### config.mk
export PLATFORM = sky130hd
export DESIGN_NAME = phy_rx_sync_ctrl_flat
export DESIGN_NICKNAME = d
export VERILOG_FILES = /design/src/rtl/phy_rx_sync_ctrl_if.sv /design/src/rtl/phy_rx_sync_ctrl.sv /design/src/flat_wrapper.sv
export SDC_FILE = /design/constraint.sdc
export NUM_CORES = 1
export LEC_CHECK = 0
export CAP_MARGIN = 20
export CORE_MARGIN = 2
export CORE_UTILIZATION = 35
export DETAILED_ROUTE_END_ITERATION = 7
export MAX_ROUTING_LAYER = met4
export PLACE_DENSITY = 0.54
export SYNTH_ARGS = -nofsm -noshare
export SYNTH_HDL_FRONTEND = slang
export SYNTH_SLANG_ARGS = --single-unit
### constraint.sdc
create_clock -name clk_32f -period 3.3 [get_ports clk_32f]
set_clock_uncertainty 0.05 [all_clocks]
set_input_delay 0.33 -clock clk_32f [delete_from_list [all_inputs] [get_ports clk_32f]]
set_output_delay 0.33 -clock clk_32f [all_outputs]
set_load 0.005 [all_outputs]
### src/rtl/phy_rx_sync_ctrl_if.sv
// Receive-side bundle for the PHY comma-sync controller: serial input plus
// the recovered byte, its classification pulses and the lock status.
interface phy_rx_sync_ctrl_if;
    logic       serial_in;
    logic       active;
    logic [7:0] data_out;
    logic       valid;
    logic       com_det;
    logic       idle_det;
    logic [1:0] state;

    modport master (
        output serial_in,
        input  active, data_out, valid, com_det, idle_det, state
    );

    modport slave (
        input  serial_in,
        output active, data_out, valid, com_det, idle_det, state
    );
endinterface

### src/rtl/phy_rx_sync_ctrl.sv
// Comma-based byte alignment and link lock for a bit-serial PHY receiver:
// hunts for 8'hBC, confirms COM_LOCK aligned commas, drops lock after COM_TIMEOUT gaps.
module phy_rx_sync_ctrl #(
    parameter int unsigned COM_LOCK    = 4,
    parameter int unsigned COM_TIMEOUT = 16
) (
    input  logic               clk_32f,
    input  logic               rst,
    phy_rx_sync_ctrl_if.slave  rx
);

    localparam logic [7:0] LP_COM     = 8'hBC;
    localparam logic [7:0] LP_IDLE    = 8'h7C;
    localparam logic [3:0] LP_LOCK    = 4'(COM_LOCK);
    localparam logic [7:0] LP_TIMEOUT = 8'(COM_TIMEOUT);

    typedef enum logic [1:0] {
        ST_UNSYNC = 2'd0,
        ST_ALIGN  = 2'd1,
        ST_SYNC   = 2'd2,
        ST_ILLEGAL = 2'd3
    } state_t;

    state_t     r_state;
    state_t     w_state_nxt;
    // Only seven bits of history are needed: the oldest bit falls out of sr_next.
    logic [6:0] r_sr;
    logic [2:0] r_bit_cnt;
    logic [3:0] r_com_cnt;
    logic [7:0] r_gap_cnt;
    logic [7:0] r_data;
    logic       r_active;
    logic       r_valid;
    logic       r_com_det;
    logic       r_idle_det;

    logic [7:0] w_sr_next;
    logic [2:0] w_bit_nxt;
    logic [3:0] w_com_nxt;
    logic [7:0] w_gap_nxt;
    logic [7:0] w_data_nxt;
    logic       w_valid_nxt;
    logic       w_com_det_nxt;
    logic       w_idle_det_nxt;
    logic       w_boundary;
    logic       w_is_com;
    logic       w_is_idle;
    logic [3:0] w_com_inc;
    logic [7:0] w_gap_inc;

    assign w_sr_next  = {r_sr, rx.serial_in};
    assign w_boundary = (r_bit_cnt == 3'd7);
    assign w_is_com   = (w_sr_next == LP_COM);
    assign w_is_idle  = (w_sr_next == LP_IDLE);
    assign w_com_inc  = (r_com_cnt == '1) ? r_com_cnt : r_com_cnt + 4'd1;
    assign w_gap_inc  = (r_gap_cnt == '1) ? r_gap_cnt : r_gap_cnt + 8'd1;

    always_ff @(posedge clk_32f or posedge rst) begin
        if (rst) begin
            r_state    <= ST_UNSYNC;
            r_sr       <= '0;
            r_bit_cnt  <= '0;
            r_com_cnt  <= '0;
            r_gap_cnt  <= '0;
            r_data     <= '0;
            r_active   <= 1'b0;
            r_valid    <= 1'b0;
            r_com_det  <= 1'b0;
            r_idle_det <= 1'b0;
        end else begin
            r_state    <= w_state_nxt;
            r_sr       <= w_sr_next[6:0];
            r_bit_cnt  <= w_bit_nxt;
            r_com_cnt  <= w_com_nxt;
            r_gap_cnt  <= w_gap_nxt;
            r_data     <= w_data_nxt;
            r_active   <= (w_state_nxt == ST_SYNC);
            r_valid    <= w_valid_nxt;
            r_com_det  <= w_com_det_nxt;
            r_idle_det <= w_idle_det_nxt;
        end
    end

    always_comb begin
        w_state_nxt    = r_state;
        w_bit_nxt      = r_bit_cnt + 3'd1;
        w_com_nxt      = r_com_cnt;
        w_gap_nxt      = r_gap_cnt;
        w_data_nxt     = r_data;
        w_valid_nxt    = 1'b0;
        w_com_det_nxt  = 1'b0;
        w_idle_det_nxt = 1'b0;

        unique case (r_state)
            ST_UNSYNC: begin
                w_bit_nxt = '0;
                w_com_nxt = '0;
                w_gap_nxt = '0;
                if (w_is_com) begin
                    w_state_nxt = ST_ALIGN;
                    w_com_nxt   = 4'd1;
                end
            end

            ST_ALIGN: begin
                if (w_boundary) begin
                    w_data_nxt = w_sr_next;
                    if (w_is_com) begin
                        w_com_nxt     = w_com_inc;
                        w_com_det_nxt = 1'b1;
                        if (w_com_inc == LP_LOCK) begin
                            w_state_nxt = ST_SYNC;
                            w_gap_nxt   = '0;
                        end
                    end else begin
                        w_state_nxt = ST_UNSYNC;
                        w_com_nxt   = '0;
                    end
                end
            end

            ST_SYNC: begin
                if (w_boundary) begin
                    w_data_nxt = w_sr_next;
                    if (w_is_com) begin
                        w_gap_nxt     = '0;
                        w_com_det_nxt = 1'b1;
                    end else begin
                        w_gap_nxt = w_gap_inc;
                        // The byte that exhausts the gap budget is dropped silently.
                        if (w_gap_inc == LP_TIMEOUT) begin
                            w_state_nxt = ST_UNSYNC;
                        end else if (w_is_idle) begin
                            w_idle_det_nxt = 1'b1;
                        end else begin
                            w_valid_nxt = 1'b1;
                        end
                    end
                end
            end

            default: begin
                w_state_nxt = ST_UNSYNC;
                w_bit_nxt   = '0;
                w_com_nxt   = '0;
                w_gap_nxt   = '0;
            end
        endcase
    end

    assign rx.state    = r_state;
    assign rx.active   = r_active;
    assign rx.data_out = r_data;
    assign rx.valid    = r_valid;
    assign rx.com_det  = r_com_det;
    assign rx.idle_det = r_idle_det;

endmodule

### src/flat_wrapper.sv
// flat-port wrapper written by rule: the top's interface ports become plain ports
module phy_rx_sync_ctrl_flat 
#(
    parameter int unsigned COM_LOCK    = 4,
    parameter int unsigned COM_TIMEOUT = 16
)
  (clk_32f, rst, rx_serial_in, rx_active, rx_data_out, rx_valid, rx_com_det, rx_idle_det, rx_state);
  phy_rx_sync_ctrl_if rx_i ();
  input  logic clk_32f;
  input  logic rst;
  input wire logic [$bits(rx_i.serial_in)-1:0] rx_serial_in;
  output wire logic [$bits(rx_i.active)-1:0] rx_active;
  output wire logic [$bits(rx_i.data_out)-1:0] rx_data_out;
  output wire logic [$bits(rx_i.valid)-1:0] rx_valid;
  output wire logic [$bits(rx_i.com_det)-1:0] rx_com_det;
  output wire logic [$bits(rx_i.idle_det)-1:0] rx_idle_det;
  output wire logic [$bits(rx_i.state)-1:0] rx_state;
  assign rx_i.serial_in = rx_serial_in;
  assign rx_active = rx_i.active;
  assign rx_data_out = rx_i.data_out;
  assign rx_valid = rx_i.valid;
  assign rx_com_det = rx_i.com_det;
  assign rx_idle_det = rx_i.idle_det;
  assign rx_state = rx_i.state;
  phy_rx_sync_ctrl #(.COM_LOCK(COM_LOCK), .COM_TIMEOUT(COM_TIMEOUT)) u_core (.clk_32f(clk_32f), .rst(rst), .rx(rx_i));
endmodule
==> impl_results.md, run 1 <==
- Crit path DAT: 2.51 ns
- Place WS: 0.678 ns
- Storage element area: 901 sq um
- Slew headroom: 0.544
- Iteration count of the initial detailed-routing pass: 4
- Outcome: complete, no violations
- Setup crit start kind: register
- Mux cell area share after synthesis: 0.0590
- Die Y: slightly below 80 um
- Post-cts sizing count: 0
- Setup TNS Final: 0 ns
- Final Non-Filler Cells: 266
- Die X-Extent: 77.4 um
- DRT iter0 DRCs: 58
- Core ar.: 5140 sq um
- Routability cong.: 0.799
- Fmax: 0.419 GHz
- Post-route ant nets: 0
- CTS tree: done
- Commonest cells post-synth: dfrtp_1, nand2_1, a21oi_1, inv_1
- Pwr Total: 0.855 mW
- Initial core utilization: 0.367
- Seq cells post-synth: 36
- Vias post-DR: 1378
- Area grow syn2layout: 17.6%
- I/O Buffers: 16
- Clk slew on worst S/H paths: 0.08 ns
- Skew-Pair Late Insertion Delay: 0.29 ns
- DRC Markers: 0
- Clock root buffer: clkbuf_8
- # hold bufs at CTS: 0
- Die area: 5990 sq um
- Multi-input combinational cell area: 915 sq um
- Setup CP Type: register to register
- Main combinational cell family by area after synthesis: compound AO/OA/AOI/OAI gates
- Grt ovf: 0
- Routed length per instance: approximately 14 um
- Syn. warnings: 0
- Post-synth top flop: dfrtp_1
- First-pass GRT wire length: 6.67 mm
- Synthesized area per cell: 10.8 sq um
- Max Slew Vio Count: 0
- Most frequent cell after synthesis: dfrtp_1
- Crit path capture type: register
- Cell taking the most area after synthesis: dfrtp_1
- Critical path peak fanout: 7
- Fin crit period: 2.39 ns
- Post-Route WL: 3.85 mm
- Crit path max-delay family: compound AO/OA/AOI/OAI gates
- Number of H-tree levels: 2
- Worst hold slack: roughly 0.37 ns
- Synth Instances: 175
- Setup violations, final: 0
- Antenna violations before repair: 0
- Final hold violations: 0
- CP Cell Sequence: ha_1 > and4_2 > o32a_1 > a2111o_1 > o31ai_4 > o22ai_2 > a22o_1
- Slowest-stage cell, CP: dfrtp_1
- Sequential fraction of the synthesis area: 0.477
- Number of I/O pins: 17
- Pin count of the biggest net entering global routing: 22
- Post-CTS setup buffer count: 0
- Overall Global Routing Usage: 0.144
- CTS max path bufs: 2
- Post-synthesis adder-cell area fraction: 0.0531
- Finished Cell Area: roughly 2200 sq um
- Antenna fix cells: 0
- Synth top area share: 0.477
- Synth Net Count: 186
- Required @ worst endpoint: 3.42 ns
- Simple-gate share of the synthesized area: 0.175
- Pwr dens: 385 nW/um^2
- Layout Utilization: 0.432
- Fill cells: approximately 500
- Asr flop ratio synth: 1.00
- Compound-Gate Fraction of Synth Area: 0.193
- Slew @ Worst Pin: 0.683 ns
- Post-synth EDFFs: 0
- Clk sinks: 36
- Worst vdd ir: 223 uV
- Total CTS buffers: 5
- Via density: around 5.2
- Dpl cells: 258
- Top cells by area, synth: dfrtp_1, mux2_2, ha_1, a21oi_1, nand2_1
- Max-cap violations: 0
- Worst Slack Setup Final: 0.912 ns
- R2R Setup Slk: ~0.9 ns
- Max incr delay on CP: approximately 0.44 ns
- FP Rows: 26
- Synth cell types: 52
- Vias in the first global route: 1403
- RSZ-0062 raised after global routing: false
- # nets final: approximately 210
- Post-synthesis xor/xnor area fraction: 0.00464
- Dpl hpwl: 2.82 mm
- Cell area after synthesis: 1890 sq um
- Leak: around 0.93 nW
- Area after DPL: 2120 sq um
- Hold Crit Class: register to register
- Buf/Inv on CP: 0
- Final period util: 0.724
- Layout cells sized above 1: 0.148
==> final cells by class <==
class | count | share of cell area
multi-input combinational | 122 | 0.412
sequential | 36 | 0.406
timing repair buffer | 18 | 0.0789
tap | 70 | 0.0395
clock buffer | 6 | 0.0372
inverter | 12 | 0.0203
clock inverter | 2 | 0.00620
==> routing by layer <==
metal | up-vias | routed length [um] | global-route usage
met5 | - | 0 | -
met4 | 0 | 25 | 0.0482
met3 | 2 | 106 | 0.0349
met2 | 20 | 1830 | 0.220
met1 | 669 | 1890 | 0.188
li1 | 687 | - | -
==> worst paths after layout <==
| kind | start | to | cells after the start |
|---|---|---|---|
| min in group asynchronous | rst | u_core.r_gap_cnt[4] | 2 |
| worst min-delay path | u_core.r_sr[0] | u_core.r_sr[1] | 0 |
| worst max register to register | u_core.r_gap_cnt[0] | u_core.rx.active | 7 |
| worst max-delay path | u_core.r_gap_cnt[0] | u_core.rx.active | 7 |
| max in group asynchronous | rst | u_core.r_sr[6] | 3 |
| worst min register to register | u_core.r_sr[0] | u_core.r_sr[1] | 0 |
==> cells in the final DEF, fill, tap and decap left out, drive strengths merged, types with 2 or more instances in the layout <==
master         synthesis  routed
a211oi                 2       2
nand4                  2       2
o311ai                 2       2
o31ai                  2       2
a22o                   4       4
and3                   3       3
nand4b                 2       2
nand3                  4       4
o22ai                  4       4
o21ai                  4       4
and2                   5       5
ha                     8       8
clkdlybuf4s50          0      16
a31oi                  4       4
a21oi                 13      13
a22oi                  2       2
nor2                   9       9
a21o                   2       2
inv                   12      13
dfrtp                 36      36
mux2                   9       9
clkbuf                 3       6
nor3                   7       7
buf                    2       2
nand2                 14      14
==> where the power goes <==
| group | switching (mW) | internal [mW] | leakage [nW] | total [mW] |
|---|---|---|---|---|
| combinational | 0.0396 | 0.0278 | 0.398 | 0.0674 |
| sequential | 0.00885 | 0.450 | 0.484 | 0.458 |
| clock | 0.159 | 0.170 | 0.0516 | 0.330 |
==> worst register-to-register path, delay by kind of cell, from the launching register on <==
kind	cells	cell delay, ns
compound gates	5	1.20
simple gates	1	0.27
flops	1	0.44
fa+ha+maj	1	0.32
==> flip-flops by register name, summed over array words and instances, names as in the netlist <==
name / flops
u_core.r_bit_cnt: 3
u_core.rx.active: 1
u_core.rx.valid: 1
u_core.r_gap_cnt: 8
u_core.rx.data_out: 8
u_core.rx.state: 2
u_core.rx.com_det: 1
u_core.rx.idle_det: 1
u_core.r_sr: 7
u_core.r_com_cnt: 4
==> cell families after synthesis <==
logic type,after synthesis
buf+inv,17
fa+ha+maj,8
xor+xnor,1
simple gates,55
compound gates,48
mux,10
flops,36
(Power assumes the default switching activity.)
==> run 2, diff against run 1 <==
Clock period 3.3 ns to 2.48 ns, I/O delays scaled along.
==> impl_results.md, run 2 (synthesis results as in run 1) <==
- Post-Route WL: 3.89 mm (was 3.85 mm)
- Die X-Extent: 77.4 um (unchanged)
- Antenna fix cells: 0 (unchanged)
- Overall Global Routing Usage: 0.148 (was 0.144)
- Storage element area: 901 sq um (unchanged)
- Hold Crit Class: input pin to async pin (was register to register)
- Routed length per instance: 14.4 um (was 14.5 um)
- Dpl hpwl: 2.87 mm (was 2.82 mm)
- R2R Setup Slk: 0.19 ns (was 0.91 ns)
- Max Slew Vio Count: 0 (unchanged)
- Total CTS buffers: 5 (unchanged)
- Final period util: 0.924 (was 0.724)
- Number of H-tree levels: 2 (unchanged)
- Skew-Pair Late Insertion Delay: 0.29 ns (about the same)
- Reg2Reg Depth: 7 (unchanged)
- # hold bufs at CTS: 0 (unchanged)
- Iteration count of the initial detailed-routing pass: 4 (unchanged)
- Crit path DAT: 2.42 ns (was 2.51 ns)
- Most frequent cells in the layout: dfrtp_1, clkdlybuf4s50_1, nand2_1, inv_1, a21oi_1 (unchanged)
- Worst hold slack: 0.312 ns (was 0.367 ns)
- Outcome: complete, no violations (unchanged)
- DRT iter0 DRCs: 48 (was 58)
- Critical path peak fanout: 5 (was 7)
- CTS tree: done (unchanged)
- # nets final: 210 (was 206)
- Initial core utilization: 0.367 (unchanged)
- Slowest-stage cell, CP: dfrtp_1 (unchanged)
- Sequential share of power: 0.505 (was 0.536)
- Clock group share of total power: 0.422 (was 0.385)
- Die Y: 77.4 um (unchanged)
- Grt ovf: 0 (unchanged)
- Antenna violations before repair: 0 (unchanged)
- I/O Buffers: 16 (unchanged)
- Buf/Inv on CP: 0 (unchanged)
- Fin crit period: 2.29 ns (was 2.39 ns)
- Multi-input combinational cell area: 915 sq um (unchanged)
- Routability cong.: 0.848 (was 0.799)
- Post-route ant nets: 0 (unchanged)
- CTS max path bufs: 2 (unchanged)
- Clk slew on worst S/H paths: 0.07 ns (was 0.08 ns)
- Clock root buffer: clkbuf_8 (unchanged)
- CP Cell Sequence: ha_1 > and4_2 > o32a_1 > a2111o_1 > o31ai_4 > o22ai_2 > a22o_1 (unchanged)
- Place WS: 0.0293 ns (was 0.678 ns)
- Fill cells: 530 (was 515)
- Pin count of the biggest net entering global routing: 37 (was 22)
- Crit. Startpoint: u_core.r_gap_cnt[1] (was u_core.r_gap_cnt[0])
- Clk sinks: 36 (unchanged)
- Area grow syn2layout: 20.0% (was 17.6%)
- Slew headroom: 0.603 (was 0.544)
- Post-cts sizing count: 0 (unchanged)
- Setup TNS Final: 0 ns (unchanged)
- Leak: 0.957 nW (was 0.933 nW)
- Fmax: 0.436 GHz (was 0.419 GHz)
- DRC Markers: 0 (unchanged)
- Max-cap violations: 0 (unchanged)
- Core ar.: 5140 sq um (unchanged)
- Die area: 5990 sq um (unchanged)
- Crit path max-delay family: compound AO/OA/AOI/OAI gates (unchanged)
- Via density: 5.34 (was 5.18)
- Max incr delay on CP: 0.43 ns (was 0.44 ns)
- Layout cells sized above 1: 0.165 (was 0.148)
- Switching pwr: 0.276 mW (was 0.208 mW)
- Post-CTS setup buffer count: 0 (unchanged)
- Setup violations, final: 0 (unchanged)
- Pwr dens: 533 nW/um^2 (was 385 nW/um^2)
- Sw Share: 0.228 (was 0.243)
- Vias post-DR: 1442 (was 1378)
- Layout Utilization: 0.441 (was 0.432)
- Reg-to-Reg End: u_core.rx.active (unchanged)
- Slew @ Worst Pin: 0.596 ns (was 0.683 ns)
- Final hold violations: 0 (unchanged)
- RSZ-0062 raised after global routing: false (unchanged)
- Int Pwr: 0.932 mW (was 0.648 mW)
- Worst Slack Setup Final: 0.189 ns (was 0.912 ns)
- Worst vdd ir: 314 uV (was 223 uV)
- Number of I/O pins: 17 (unchanged)
- Setup crit start kind: register (unchanged)
- Vias in the first global route: 1439 (was 1403)
- Setup CP Type: register to register (unchanged)
- First-pass GRT wire length: 6.93 mm (was 6.67 mm)
- Commonest non-fill, non-tap cell in the layout: dfrtp_1 (unchanged)
- Logic pwr share: 0.074 (was 0.079)
- Crit path capture type: register (unchanged)
- Required @ worst endpoint: 2.61 ns (was 3.42 ns)
- FP Rows: 26 (unchanged)
- Reg-to-Reg Start: u_core.r_gap_cnt[1] (was u_core.r_gap_cnt[0])
run 2: how the worst max path moves through the flow:
stage / to / slack [ns] / depth (start not counted)
global placement: u_core.r_gap_cnt[0] / 0.12 / 7
detailed placement: u_core.r_gap_cnt[0] / 0.03 / 7
CTS: u_core.rx.active / 0.18 / 7
finish: u_core.rx.active / 0.19 / 7
floorplan: u_core.rx.active / 0.29 / 7
global route: u_core.r_com_cnt[0] / 0.07 / 8
run 2: worst register-to-register path, cell delays in order (launching register included):
cell	delay, ns
dfrtp_1	0.43
ha_1	0.24
and4_2	0.25
o32a_1	0.20
a2111o_1	0.39
o31ai_4	0.25
o22ai_2	0.13
a22o_1	0.24
run 2: stage by stage:
stage	power [mW]	cells	area, sq um
global route	1.27	270	2260
detailed placement	0.711	262	2150
CTS	1.23	270	2260
floorplan	0.681	175	1890
global placement	0.708	262	2150
finish	1.21	270	2260
run 2: layout make-up:
class                   instances  area share
repair buffers                 22      0.0906
clock buffers                   5      0.0304
clock inverters                 3      0.0188
flip-flops and latches         36       0.398
inverters                      12      0.0199
well taps                      70      0.0387
multi-input cells             122       0.404
run 2: per-layer routing:
layer	up-vias	routed length, um	GRT usage
met2	25	1860	0.225
met1	716	1830	0.194
met3	8	127	0.0349
met4	0	63	0.0536
met5	-	0	-
li1	693	-	-
run 2: power by group through the flow:
stage | registers [mW] | clock network (mW) | logic (mW)
floorplan | 0.619 | 0 | 0.0627
global placement | 0.621 | 0 | 0.0878
detailed placement | 0.621 | 0 | 0.0900
global route | 0.611 | 0.556 | 0.102
finish | 0.610 | 0.509 | 0.0890
CTS | 0.610 | 0.529 | 0.0903
==> run 3, diff against run 2 <==
Settings changed: CORE_ASPECT_RATIO set to 0.5.
==> impl_results.md, run 3 (synthesis results as in run 1) <==
- Max Slew Vio Count: 0 (unchanged)
- Number of H-tree levels: 2 (unchanged)
- Antenna fix cells: 0 (unchanged)
- Setup TNS Final: 0 ns (unchanged)
- Vias in the first global route: 1335 (was 1439)
- Post-route ant nets: 0 (unchanged)
- Final Non-Filler Cells: 273 (was 270)
- Pin count of the biggest net entering global routing: 37 (unchanged)
- Dpl hpwl: 2.82 mm (was 2.87 mm)
- DRC Markers: 0 (unchanged)
- Post-CTS setup buffer count: 0 (unchanged)
- Max-cap violations: 0 (unchanged)
- Post-Route WL: 3.84 mm (was 3.89 mm)
- Crit. Startpoint: u_core.r_gap_cnt[1] (unchanged)
- Sequential share of power: 0.510 (was 0.505)
- Core ar.: 5070 sq um (was 5140 sq um)
- Clock group share of total power: 0.415 (was 0.422)
- Pwr Total: 1.20 mW (was 1.21 mW)
- Logic pwr share: 0.075 (was 0.074)
- Fin crit period: 2.36 ns (was 2.29 ns)
- # nets final: 213 (was 210)
- RSZ-0062 raised after global routing: false (unchanged)
- Clock root buffer: clkbuf_8 (unchanged)
- Crit path capture type: register (unchanged)
- Via density: 5.15 (was 5.34)
- Sw Share: 0.219 (was 0.228)
- Initial core utilization: 0.372 (was 0.367)
- Outcome: complete, no violations (unchanged)
- Skew-Pair Late Insertion Delay: 0.28 ns (was 0.29 ns)
- Most frequent cells in the layout: dfrtp_1, clkdlybuf4s50_1, nand2_1, inv_1, a21oi_1 (unchanged)
- Leak: 0.971 nW (was 0.957 nW)
- Reg-to-Reg Start: u_core.r_gap_cnt[1] (unchanged)
- DRT iter0 DRCs: 75 (was 48)
- Slew headroom: 0.621 (was 0.603)
- Number of I/O pins: 17 (unchanged)
- Required @ worst endpoint: 2.61 ns (about the same)
- R2R Setup Slk: 0.12 ns (was 0.19 ns)
- Clk sinks: 36 (unchanged)
- Area grow syn2layout: 21.0% (was 20.0%)
- Die area: 6030 sq um (was 5990 sq um)
- Worst vdd ir: 272 uV (was 314 uV)
- Commonest non-fill, non-tap cell in the layout: dfrtp_1 (unchanged)
- Fmax: 0.423 GHz (was 0.436 GHz)
- Pwr dens: 524 nW/um^2 (was 533 nW/um^2)
- CTS max path bufs: 2 (unchanged)
- Dpl cells: 265 (was 262)
- Total CTS buffers: 5 (unchanged)
- Routability cong.: 0.820 (was 0.848)
- First-pass GRT wire length: 6.51 mm (was 6.93 mm)
- Grt ovf: 0 (unchanged)
- FP Rows: 18 (was 26)
- Overall Global Routing Usage: 0.143 (was 0.148)
- Final period util: 0.953 (was 0.924)
- Hold Crit Class: input pin to async pin (unchanged)
- Critical path peak fanout: 5 (unchanged)
- Antenna violations before repair: 0 (unchanged)
- Routed length per instance: 14.1 um (was 14.4 um)
- Die Y: 55.9 um (was 77.4 um)
- Switching pwr: 0.262 mW (was 0.276 mW)
- Setup violations, final: 0 (unchanged)
- CTS tree: done (unchanged)
- Post-cts sizing count: 0 (unchanged)
- Final hold violations: 0 (unchanged)
- Setup crit start kind: register (unchanged)
- Clk slew on worst S/H paths: 0.07 ns (about the same)
- Layout cells sized above 1: 0.172 (was 0.165)
- # hold bufs at CTS: 0 (unchanged)
- Setup CP Type: register to register (unchanged)
- Int Pwr: 0.934 mW (was 0.932 mW)
- Die X-Extent: 108 um (was 77.4 um)
- I/O Buffers: 16 (unchanged)
- Vias post-DR: 1406 (was 1442)
- Iteration count of the initial detailed-routing pass: 4 (unchanged)
- Crit path DAT: 2.49 ns (was 2.42 ns)
- Slew @ Worst Pin: 0.569 ns (was 0.596 ns)
==> run 3: layer usage <==
| layer | vias to the layer above | part of all wire | track usage |
|---|---|---|---|
| met5 | - | 0 | - |
| met4 | 0 | 0.013 | 0.0549 |
| met3 | 6 | 0.044 | 0.0351 |
| met2 | 33 | 0.40 | 0.186 |
| met1 | 669 | 0.54 | 0.210 |
| li1 | 698 | - | - |
==> run 3: final cells by class <==
cell class	count	area, sq um
multi-input combinational	122	915
clock buffer	6	72.6
fill	491	2780
tap	70	87.6
clock inverter	2	35.0
timing repair buffer	25	228
sequential	36	901
inverter	12	45.0
==> run 3: power by group through the flow <==
stage	combinational [mW]	clock [mW]	sequential [mW]
final	0.0893	0.496	0.610
after global routing	0.103	0.554	0.612
after CTS	0.0903	0.515	0.610
after detailed placement	0.0899	0	0.621
after global placement	0.0883	0	0.621
after floorplan	0.0627	0	0.619
==> run 3: critical path, stage by stage, from the launching register on <==
cell,delay (ns)
dfrtp_1,0.44
ha_1,0.25
and4_2,0.25
o32a_1,0.22
a2111o_1,0.40
o31ai_4,0.26
o22ai_2,0.14
a22o_1,0.25
==> run 3: through the flow <==
stage | cell area, sq um | util | hold WS [ns] | setup slack [ns]
2_1_floorplan | 1890 | - | 0.229 | 0.295
3_3_place_gp | 2180 | 0.429 | 0.343 | 0.110
3_5_place_dp | 2180 | 0.429 | 0.355 | 0.0215
4_1_cts | 2280 | 0.451 | 0.315 | 0.132
5_1_grt | 2280 | 0.451 | 0.352 | 0.0424
6_report | 2280 | 0.451 | 0.319 | 0.118
==> run 3: worst paths after layout <==
check / end / cells past startpoint
worst min register to register: u_core.r_sr[1] / 0
worst max register to register: u_core.rx.active / 7
min in group clk_32f: u_core.r_sr[1] / 0
worst max-delay path: u_core.rx.active / 7
max in group asynchronous: u_core.r_sr[0] / 3
worst min-delay path: u_core.r_gap_cnt[1] / 3
